$ cat src/rtl/uart_rx_async_if.sv
// uart_rx_async_if: host-side bus of the UART receiver (baud tick, line, frame config, character and status).
interface uart_rx_async_if;
    logic       BAUD_TICK;
    logic       RX;
    logic       BIT8;
    logic       PARITY_EN;
    logic       ODD_N_EVEN;
    logic       READ_RX;
    logic [7:0] RX_DATA;
    logic       RX_READY;
    logic       PARITY_ERR;
    logic       FRAMING_ERR;
    logic       OVERFLOW;
    modport master (
        output BAUD_TICK, RX, BIT8, PARITY_EN, ODD_N_EVEN, READ_RX,
        input  RX_DATA, RX_READY, PARITY_ERR, FRAMING_ERR, OVERFLOW
    );
    modport slave (
        input  BAUD_TICK, RX, BIT8, PARITY_EN, ODD_N_EVEN, READ_RX,
        output RX_DATA, RX_READY, PARITY_ERR, FRAMING_ERR, OVERFLOW
    );
endinterface

$ cat src/rtl/uart_rx_async.sv
// uart_rx_async: oversampled UART receiver with false-start rejection, optional parity and held-character status.
// Define RX_MAJORITY_VOTE_EN for 2-of-3 majority sampling around each bit centre.
module uart_rx_async #(
    parameter int SYNC_STAGES = 2,
    parameter int OVERSAMPLE  = 16
) (
    input logic            CLK,
    input logic            RESET,
    uart_rx_async_if.slave bus
);
    localparam int SCW = $clog2(OVERSAMPLE);
`ifdef RX_MAJORITY_VOTE_EN
    localparam int MV = 1;
`else
    localparam int MV = 0;
`endif
    // With voting, every decision moves one tick past the centre; the bit counter wraps naturally.
    localparam logic [SCW-1:0] START_ACT = SCW'(OVERSAMPLE / 2 - 1 + MV);
    localparam logic [SCW-1:0] BIT_ACT   = SCW'(OVERSAMPLE - 1 + MV);
    localparam logic [SCW-1:0] SC_ENTRY  = SCW'(MV);

    typedef enum logic [2:0] {IDLE, START, DATA, PARITY, STOP, BREAK_WAIT} state_t;

    state_t                 state_q, state_d;
    logic [SYNC_STAGES-1:0] sync_q, sync_d;
    logic [SCW-1:0]         sc_q, sc_d;
    logic [2:0]             bc_q, bc_d;
    logic [7:0]             shift_q, shift_d;
    logic                   bit8_q, bit8_d;
    logic                   pen_q, pen_d;
    logic                   odd_q, odd_d;
    logic                   perr_q, perr_d;
    logic [7:0]             rx_data_q, rx_data_d;
    logic                   rx_ready_q, rx_ready_d;
    logic                   parity_err_q, parity_err_d;
    logic                   framing_err_q, framing_err_d;
    logic                   overflow_q, overflow_d;
    logic                   rxs, smp, done;
    logic [7:0]             data_w;

    assign rxs    = sync_q[SYNC_STAGES-1];
    assign data_w = bit8_q ? shift_q : {1'b0, shift_q[7:1]};

`ifdef RX_MAJORITY_VOTE_EN
    logic [1:0] hist_q, hist_d;
    assign hist_d = bus.BAUD_TICK ? {hist_q[0], rxs} : hist_q;
    assign smp    = (hist_q[1] & hist_q[0]) | (hist_q[1] & rxs) | (hist_q[0] & rxs);
    always_ff @(posedge CLK) begin
        hist_q <= RESET ? 2'b11 : hist_d;
    end
`else
    assign smp = rxs;
`endif

    always_comb begin
        state_d       = state_q;
        sync_d        = {sync_q[SYNC_STAGES-2:0], bus.RX};
        sc_d          = sc_q;
        bc_d          = bc_q;
        shift_d       = shift_q;
        bit8_d        = bit8_q;
        pen_d         = pen_q;
        odd_d         = odd_q;
        perr_d        = perr_q;
        rx_data_d     = rx_data_q;
        rx_ready_d    = rx_ready_q;
        parity_err_d  = parity_err_q;
        framing_err_d = framing_err_q;
        overflow_d    = overflow_q;
        done          = 1'b0;
        if (bus.BAUD_TICK) begin
            sc_d = sc_q + 1'b1;
            case (state_q)
                IDLE: if (!rxs) begin
                    state_d = START;
                    sc_d    = '0;
                    bit8_d  = bus.BIT8;
                    pen_d   = bus.PARITY_EN;
                    odd_d   = bus.ODD_N_EVEN;
                    perr_d  = 1'b0;
                end
                START: if (sc_q == START_ACT) begin
                    state_d = smp ? IDLE : DATA;
                    sc_d    = SC_ENTRY;
                    bc_d    = '0;
                end
                DATA: if (sc_q == BIT_ACT) begin
                    shift_d = {smp, shift_q[7:1]};
                    bc_d    = bc_q + 1'b1;
                    if (bc_q == (bit8_q ? 3'd7 : 3'd6)) state_d = pen_q ? PARITY : STOP;
                end
                PARITY: if (sc_q == BIT_ACT) begin
                    perr_d  = smp ^ (^data_w) ^ odd_q;
                    state_d = STOP;
                end
                STOP: if (sc_q == BIT_ACT) begin
                    done    = 1'b1;
                    state_d = smp ? IDLE : BREAK_WAIT;
                end
                BREAK_WAIT: if (rxs) state_d = IDLE;
                default: state_d = IDLE;
            endcase
        end
        // A completing frame overrides a same-cycle host read.
        if (done) begin
            rx_data_d     = data_w;
            rx_ready_d    = 1'b1;
            parity_err_d  = pen_q & perr_q;
            framing_err_d = !smp;
            overflow_d    = rx_ready_q & !bus.READ_RX;
        end else if (bus.READ_RX) begin
            rx_ready_d    = 1'b0;
            parity_err_d  = 1'b0;
            framing_err_d = 1'b0;
            overflow_d    = 1'b0;
        end
    end

    always_ff @(posedge CLK) begin
        if (RESET) begin
            state_q       <= IDLE;
            sync_q        <= '1;
            sc_q          <= '0;
            bc_q          <= '0;
            shift_q       <= '0;
            bit8_q        <= 1'b0;
            pen_q         <= 1'b0;
            odd_q         <= 1'b0;
            perr_q        <= 1'b0;
            rx_data_q     <= '0;
            rx_ready_q    <= 1'b0;
            parity_err_q  <= 1'b0;
            framing_err_q <= 1'b0;
            overflow_q    <= 1'b0;
        end else begin
            state_q       <= state_d;
            sync_q        <= sync_d;
            sc_q          <= sc_d;
            bc_q          <= bc_d;
            shift_q       <= shift_d;
            bit8_q        <= bit8_d;
            pen_q         <= pen_d;
            odd_q         <= odd_d;
            perr_q        <= perr_d;
            rx_data_q     <= rx_data_d;
            rx_ready_q    <= rx_ready_d;
            parity_err_q  <= parity_err_d;
            framing_err_q <= framing_err_d;
            overflow_q    <= overflow_d;
        end
    end

    assign bus.RX_DATA     = rx_data_q;
    assign bus.RX_READY    = rx_ready_q;
    assign bus.PARITY_ERR  = parity_err_q;
    assign bus.FRAMING_ERR = framing_err_q;
    assign bus.OVERFLOW    = overflow_q;
endmodule
$ cat src/flat_wrapper.sv
// flat-port wrapper written by rule: the top's interface ports become plain ports
module uart_rx_async_flat 
#(
    parameter int SYNC_STAGES = 2,
    parameter int OVERSAMPLE  = 16
)
  (CLK, RESET, bus_BAUD_TICK, bus_RX, bus_BIT8, bus_PARITY_EN, bus_ODD_N_EVEN, bus_READ_RX, bus_RX_DATA, bus_RX_READY, bus_PARITY_ERR, bus_FRAMING_ERR, bus_OVERFLOW);
  uart_rx_async_if bus_i ();
  input logic CLK;
  input logic RESET;
  input wire logic [$bits(bus_i.BAUD_TICK)-1:0] bus_BAUD_TICK;
  input wire logic [$bits(bus_i.RX)-1:0] bus_RX;
  input wire logic [$bits(bus_i.BIT8)-1:0] bus_BIT8;
  input wire logic [$bits(bus_i.PARITY_EN)-1:0] bus_PARITY_EN;
  input wire logic [$bits(bus_i.ODD_N_EVEN)-1:0] bus_ODD_N_EVEN;
  input wire logic [$bits(bus_i.READ_RX)-1:0] bus_READ_RX;
  output wire logic [$bits(bus_i.RX_DATA)-1:0] bus_RX_DATA;
  output wire logic [$bits(bus_i.RX_READY)-1:0] bus_RX_READY;
  output wire logic [$bits(bus_i.PARITY_ERR)-1:0] bus_PARITY_ERR;
  output wire logic [$bits(bus_i.FRAMING_ERR)-1:0] bus_FRAMING_ERR;
  output wire logic [$bits(bus_i.OVERFLOW)-1:0] bus_OVERFLOW;
  assign bus_i.BAUD_TICK = bus_BAUD_TICK;
  assign bus_i.RX = bus_RX;
  assign bus_i.BIT8 = bus_BIT8;
  assign bus_i.PARITY_EN = bus_PARITY_EN;
  assign bus_i.ODD_N_EVEN = bus_ODD_N_EVEN;
  assign bus_i.READ_RX = bus_READ_RX;
  assign bus_RX_DATA = bus_i.RX_DATA;
  assign bus_RX_READY = bus_i.RX_READY;
  assign bus_PARITY_ERR = bus_i.PARITY_ERR;
  assign bus_FRAMING_ERR = bus_i.FRAMING_ERR;
  assign bus_OVERFLOW = bus_i.OVERFLOW;
  uart_rx_async #(.SYNC_STAGES(SYNC_STAGES), .OVERSAMPLE(OVERSAMPLE)) u_core (.CLK(CLK), .RESET(RESET), .bus(bus_i));
endmodule
$ cat config.mk
export PLATFORM = sky130hd
export DESIGN_NAME = uart_rx_async_flat
export DESIGN_NICKNAME = d
export VERILOG_FILES = /design/src/rtl/uart_rx_async_if.sv /design/src/rtl/uart_rx_async.sv /design/src/flat_wrapper.sv
export SDC_FILE = /design/constraint.sdc
export NUM_CORES = 1
export LEC_CHECK = 0
export BUFFER_PORTS_ARGS = -buffer_cell sky130_fd_sc_hd__clkbuf_2
export CAP_MARGIN = 20
export CORE_AREA = 2 2 73 75
export DETAILED_ROUTE_END_ITERATION = 10
export DIE_AREA = 0 0 75 77
export SYNTH_ARGS = -nofsm -noshare
export SYNTH_HDL_FRONTEND = slang
export SYNTH_SLANG_ARGS = --single-unit
$ cat constraint.sdc
create_clock -name CLK -period 4.91 [get_ports CLK]
set_clock_uncertainty 0.05 [all_clocks]
set_input_delay 0.982 -clock CLK [delete_from_list [all_inputs] [get_ports CLK]]
set_output_delay 0.982 -clock CLK [all_outputs]
set_load 0.02 [all_outputs]
* Word level (Yosys, flattened, before mapping)
Cells that the tools add are included.
** Operators by class
- $add $sub $neg :: 2
- Equal/unequal tests :: 15
- Muxes and demuxes :: 30
- Bitwise logic cells :: 5
- Reduce and logical (&&, ||, !) cells :: 12
** Operators by type and width (number)
- two-way mux 3 bit :: 11
- one-hot mux 3 bit (6 select lines) :: 1
- != test 2 x 1 -> 1 bit (second input constant) :: 6
- two-way mux 1 bit :: 11
- two-way mux 4 bit :: 2
- two-way mux 8 bit :: 1
- one-hot mux 4 bit (2 select lines) :: 1
- AND reduction 4 bit :: 2
- AND reduction 8 bit :: 1
- XOR reduction 8 bit :: 1
- equality test 3 x 2 -> 1 bit (second input constant) :: 2
- equality test 3 bit (second input constant) :: 2
- one-hot mux 3 bit (2 select lines) :: 1
- AND reduction 3 bit :: 2
- nonzero test 2 bit :: 3
- adder 4 x 1 -> 4 bit (second input constant) :: 1
- equality test 4 x 3 -> 1 bit (second input constant) :: 1
- equality test 4 bit (second input constant) :: 1
- adder 3 x 1 -> 3 bit (second input constant) :: 1
- equality test 3 x 1 -> 1 bit (second input constant) :: 1
- equality test 3 bit :: 1
- zero test 3 bit :: 1
- bitwise AND 1 bit :: 2
- zero test 1 bit :: 2
- 5 further kinds :: 6
** Word-level totals
- Flip-flop bits (word level) :: 36
- Input bits :: 8
- Word-level logic and storage cells :: 78

* Logic depth before layout (Yosys ltp)
- Depth after elaboration :: 6
- Mapped depth :: 7

* Worst setup path after synthesis
OpenSTA, ideal clock, no wires.
- Path kind :: input to register
- From :: input port bus_BAUD_TICK
- To :: register u_core.rx_data_q[7] (netlist: u_core.bus.RX_DATA[7])
- Arrival :: 1.820 ns
- Required time :: 4.793 ns
- Slack :: 2.973 ns
- Stages :: 6
- Path buffers :: 2
- Cell sequence :: buf_6 -> nand2_4 -> nor4_4 -> buf_6 -> nand3_2 -> a21oi_2
** On the way
- Cells in the longest elaborated chain, start to end :: 1
** RTL lines
- start, declared :: RTL line flat_wrapper.sv:11 : input wire logic [$bits(bus_i.BAUD_TICK)-1:0] bus_BAUD_TICK;
- two-way mux 1 bit :: RTL line uart_rx_async.sv:71 : if (bus.BAUD_TICK) begin
- end signal, assigned :: RTL line uart_rx_async.sv:145 : rx_data_q <= rx_data_d;
- end, declared :: RTL line uart_rx_async.sv:33 : logic [7:0] rx_data_q, rx_data_d;
Every way passes these cells.
A chain may end at the register's enable or synchronous reset.

* Worst setup path in the final report
- From :: input port bus_BAUD_TICK
- To :: register u_core.rx_data_q[4] (netlist: u_core.bus.RX_DATA[4])
The elaborated chain is that of the path after synthesis.

==> qor.tcl <==
set qor(outcome) {completed}
set qor(maxClockFrequency_mhz) 465
set qor(synthTopCellsByCount) {36 x dfxtp_1, 29 x nor2_1, 22 x mux2i_1, 12 x xnor2_1, 9 x nand2_1}
set qor(dpl_cell_area_sq_um) 1900
set qor(synth_top_area_cell) {dfxtp_1}
set qor(ioPinCount) 20
set qor(insertion_delay_ns) 0.29
set qor(antenna_violating_nets_post_route) 0
set qor(min_from) {u_core.sync_q[0]}
set qor(cts.sink_count) 36
set qor(net_count_after_synthesis) 203
set qor(setup_viol_count_final) 0
set qor(timing.final.hold_violations) 0
set qor(cts.hold.buffers_added) 0
set qor(path_class) {in2reg}
set qor(cp-start-kind) {input pin}
set qor(post_synthesis_sequential_area_ratio) 0.403
set qor(gr-usage-all-layers) 0.140
set qor(leakage_dissipation_nw) 0.734
set qor(worstSetupEndpointType) {flip-flop}
set qor(cts_resized) 0
set qor(yosysUniqueCellTypes) 48
set qor(worstReg2RegStart) {u_core.sc_q[0]}
set qor(first_pass_grt_wire_length_mm) 6.18
set qor(postCtsSetupBuffers) 0
set qor(required_time_of_the_critical_path_ns) 5.05
set qor(initialDrtViolationCount) 83
set qor(std_cell_rows) 26
set qor(post_synth_main_area_contributors) {dfxtp_1 40%, mux2i_1 12%, nor2_1 6.1%}
set qor(post-dp-hpwl_mm) 2.36
set qor(route.vias.total) 1370
set qor(largest_net_degree_at_the_start_of_global_routing) 34
set qor(gp_routability_congestion) 0.785
set qor(floorplan.die_area_sq_um) 5780
set qor(die_y_um) 77
set qor(grt_setup_unrepaired) {false}
set qor(drt-total-wl_mm) 3.52
set qor(syn_area_sq_um) 1790
set qor(cts_tree) {done}
set qor(most_used_flip_flop_cell_after_synthesis) {dfxtp_1}
set qor(cts_buffers) 5
set qor(final.period_utilization) 0.438
set qor(number_of_remaining_drc_errors) 0
set qor(synthArstFlopShare) 0
set qor(ys_ff_latch) 36
set qor(floorplan.initialDensity) 0.359
set qor(final_layout_size_suffix_gt1_frac) 0.182
set qor(layout-area-overhead-vs-synth_pct) 11.6
set qor(fin_ws_ns) 2.76
set qor(cts_max_path_buffers) 2
set qor(floorplan.die.width_um) 75
set qor(finalCriticalPeriod_ns) 2.15
set qor(powerDensity_nw_per_um2) 280
set qor(fill_cells) 507
set qor(maxSlewHeadroom) 0.410
set qor(worst_ep_arrival_time_ns) 2.29
set qor(post-synth-top-count-cell) {dfxtp_1}
set qor(register_area_sq_um) 721
set qor(placedCellCount) 271
set qor(htree_num_levels) 2
set qor(core_region_area_sq_um) 4980
set qor(utilization_after_layout) 0.400
set qor(worstReg2RegEnd) {u_core.bus.RX_DATA[4]}
set qor(postLayoutCellArea_sq_um) 1990
set qor(layout.nets) 218
set qor(synthesis.yosys.warnings) 0
set qor(grt_antenna_before_repair) 0
set qor(cts_root_buf) {clkbuf_8}
set qor(grt.overflow.total) 0
set qor(antennaDiodeCount) 0
set qor(buffer_ports.inserted) 19
set qor(finalMaxSlewViolations) 0
set qor(setup_tns_ns) 0
set qor(multiInputGateArea_sq_um) 967
set qor(grt_pass1_vias) 1310
set qor(dp_worst_setup_slack_ns) 2.43
set qor(worst_slew_pin_slew_ns) 0.879
set qor(route.detailed.wl_per_inst_um) 12.6
set qor(worstPathMaxFanout) 17
set qor(whs_path_depth) 1
set qor(drt_first_pass_iters) 5
set qor(reg2reg_depth) 6
set qor(synth_largest_type_area_fraction) 0.403
set qor(synth_cells) 193
set qor(syn-mean-instance-area_sq_um) 9.26
set qor(final_cell_count_no_fill) 279
set qor(via_per_inst) 4.91
set qor(worst_ir_drop_vdd_mv) 0.184
set qor(whs_endpoint) {u_core.sync_q[1]}
set qor(path_clk_slew_ns) 0.07
set qor(reg2reg_slack_ns) 2.85
set qor(max-cap-violations) 0
set qor(hold_path_class) {reg2reg}
set qor(synth_edf_count) 0
cells by family after synthesis:
group,synth area share
mux,0.123
simple gates,0.207
xor+xnor,0.0637
fa+ha+maj,0.0140
compound gates,0.134
buf+inv,0.0553
flops,0.403
state kept, by name, summed over array words and instances (netlist names), 2 cells and up:
name	count
u_core.bc_q	3
u_core.bus.RX_DATA	8
u_core.sc_q	4
u_core.shift_q	8
u_core.state_q	3
u_core.sync_q	2
routing by layer:
layer / vias up / wire, um / track usage
met2: 34 / 1530 / 0.193
li1: 711 / - / -
met3: 8 / 179 / 0.0407
met4: 0 / 90 / 0.0696
met5: - / 0 / 0
met1: 617 / 1720 / 0.194
placed cells by master, fill, tap and decap left out, types with 3 or more instances in the layout:
cell type,synthesis,layout
dfxtp_1,36,36
nor2_1,29,29
mux2i_1,22,22
clkbuf_2,0,19
xnor2_1,12,12
nand2_1,9,9
a21oi_1,7,7
inv_1,6,6
a211oi_1,6,6
clkbuf_8,0,6
nand4_1,4,4
nor3_1,4,4
nand2b_1,3,3
a31oi_1,3,3
o21ai_0,3,3
per-stage QoR:
stage,total power [mW],hold slack [ns]
global placement,0.343,0.345
floorplan,0.336,0.339
CTS,0.565,0.361
global route,0.583,0.365
finish,0.558,0.360
detailed placement,0.343,0.345
critical path, cell delays in order:
cell and delay (ns):
clkbuf_2 0.22, nand2_4 0.08, nor4_4 0.67, nor2_1 0.09
a311oi_1 0.25
power breakdown:
group | switching (mW) | leakage (nW) | internal (mW)
Combinational | 0.0182 | 0.392 | 0.0146
Clock | 0.110 | 0.0510 | 0.112
Sequential | 0.00745 | 0.291 | 0.296
Total | 0.135 | 0.734 | 0.423
how the worst max path moves through the flow:
stage	slack (ns)	cells past startpoint	endpoint	startpoint
3_3_place_gp	2.49	5	u_core.bus.RX_DATA[4]	bus_BAUD_TICK
6_report	2.76	5	u_core.bus.RX_DATA[4]	bus_BAUD_TICK
2_1_floorplan	2.97	6	u_core.bus.RX_DATA[7]	bus_BAUD_TICK
3_5_place_dp	2.43	5	u_core.bus.RX_DATA[4]	bus_BAUD_TICK
5_1_grt	2.56	5	u_core.bus.RX_DATA[4]	bus_BAUD_TICK
4_1_cts	2.74	5	u_core.bus.RX_DATA[4]	bus_BAUD_TICK
layout make-up:
type                       count  share of cell area
multi-input combinational    139               0.485
tap                           70              0.0439
timing repair buffer          20              0.0515
clock inverter                 2             0.00502
sequential                    36               0.362
inverter                       6              0.0113
clock buffer                   6              0.0414
Note: power is estimated with default switching activity, not from simulation.
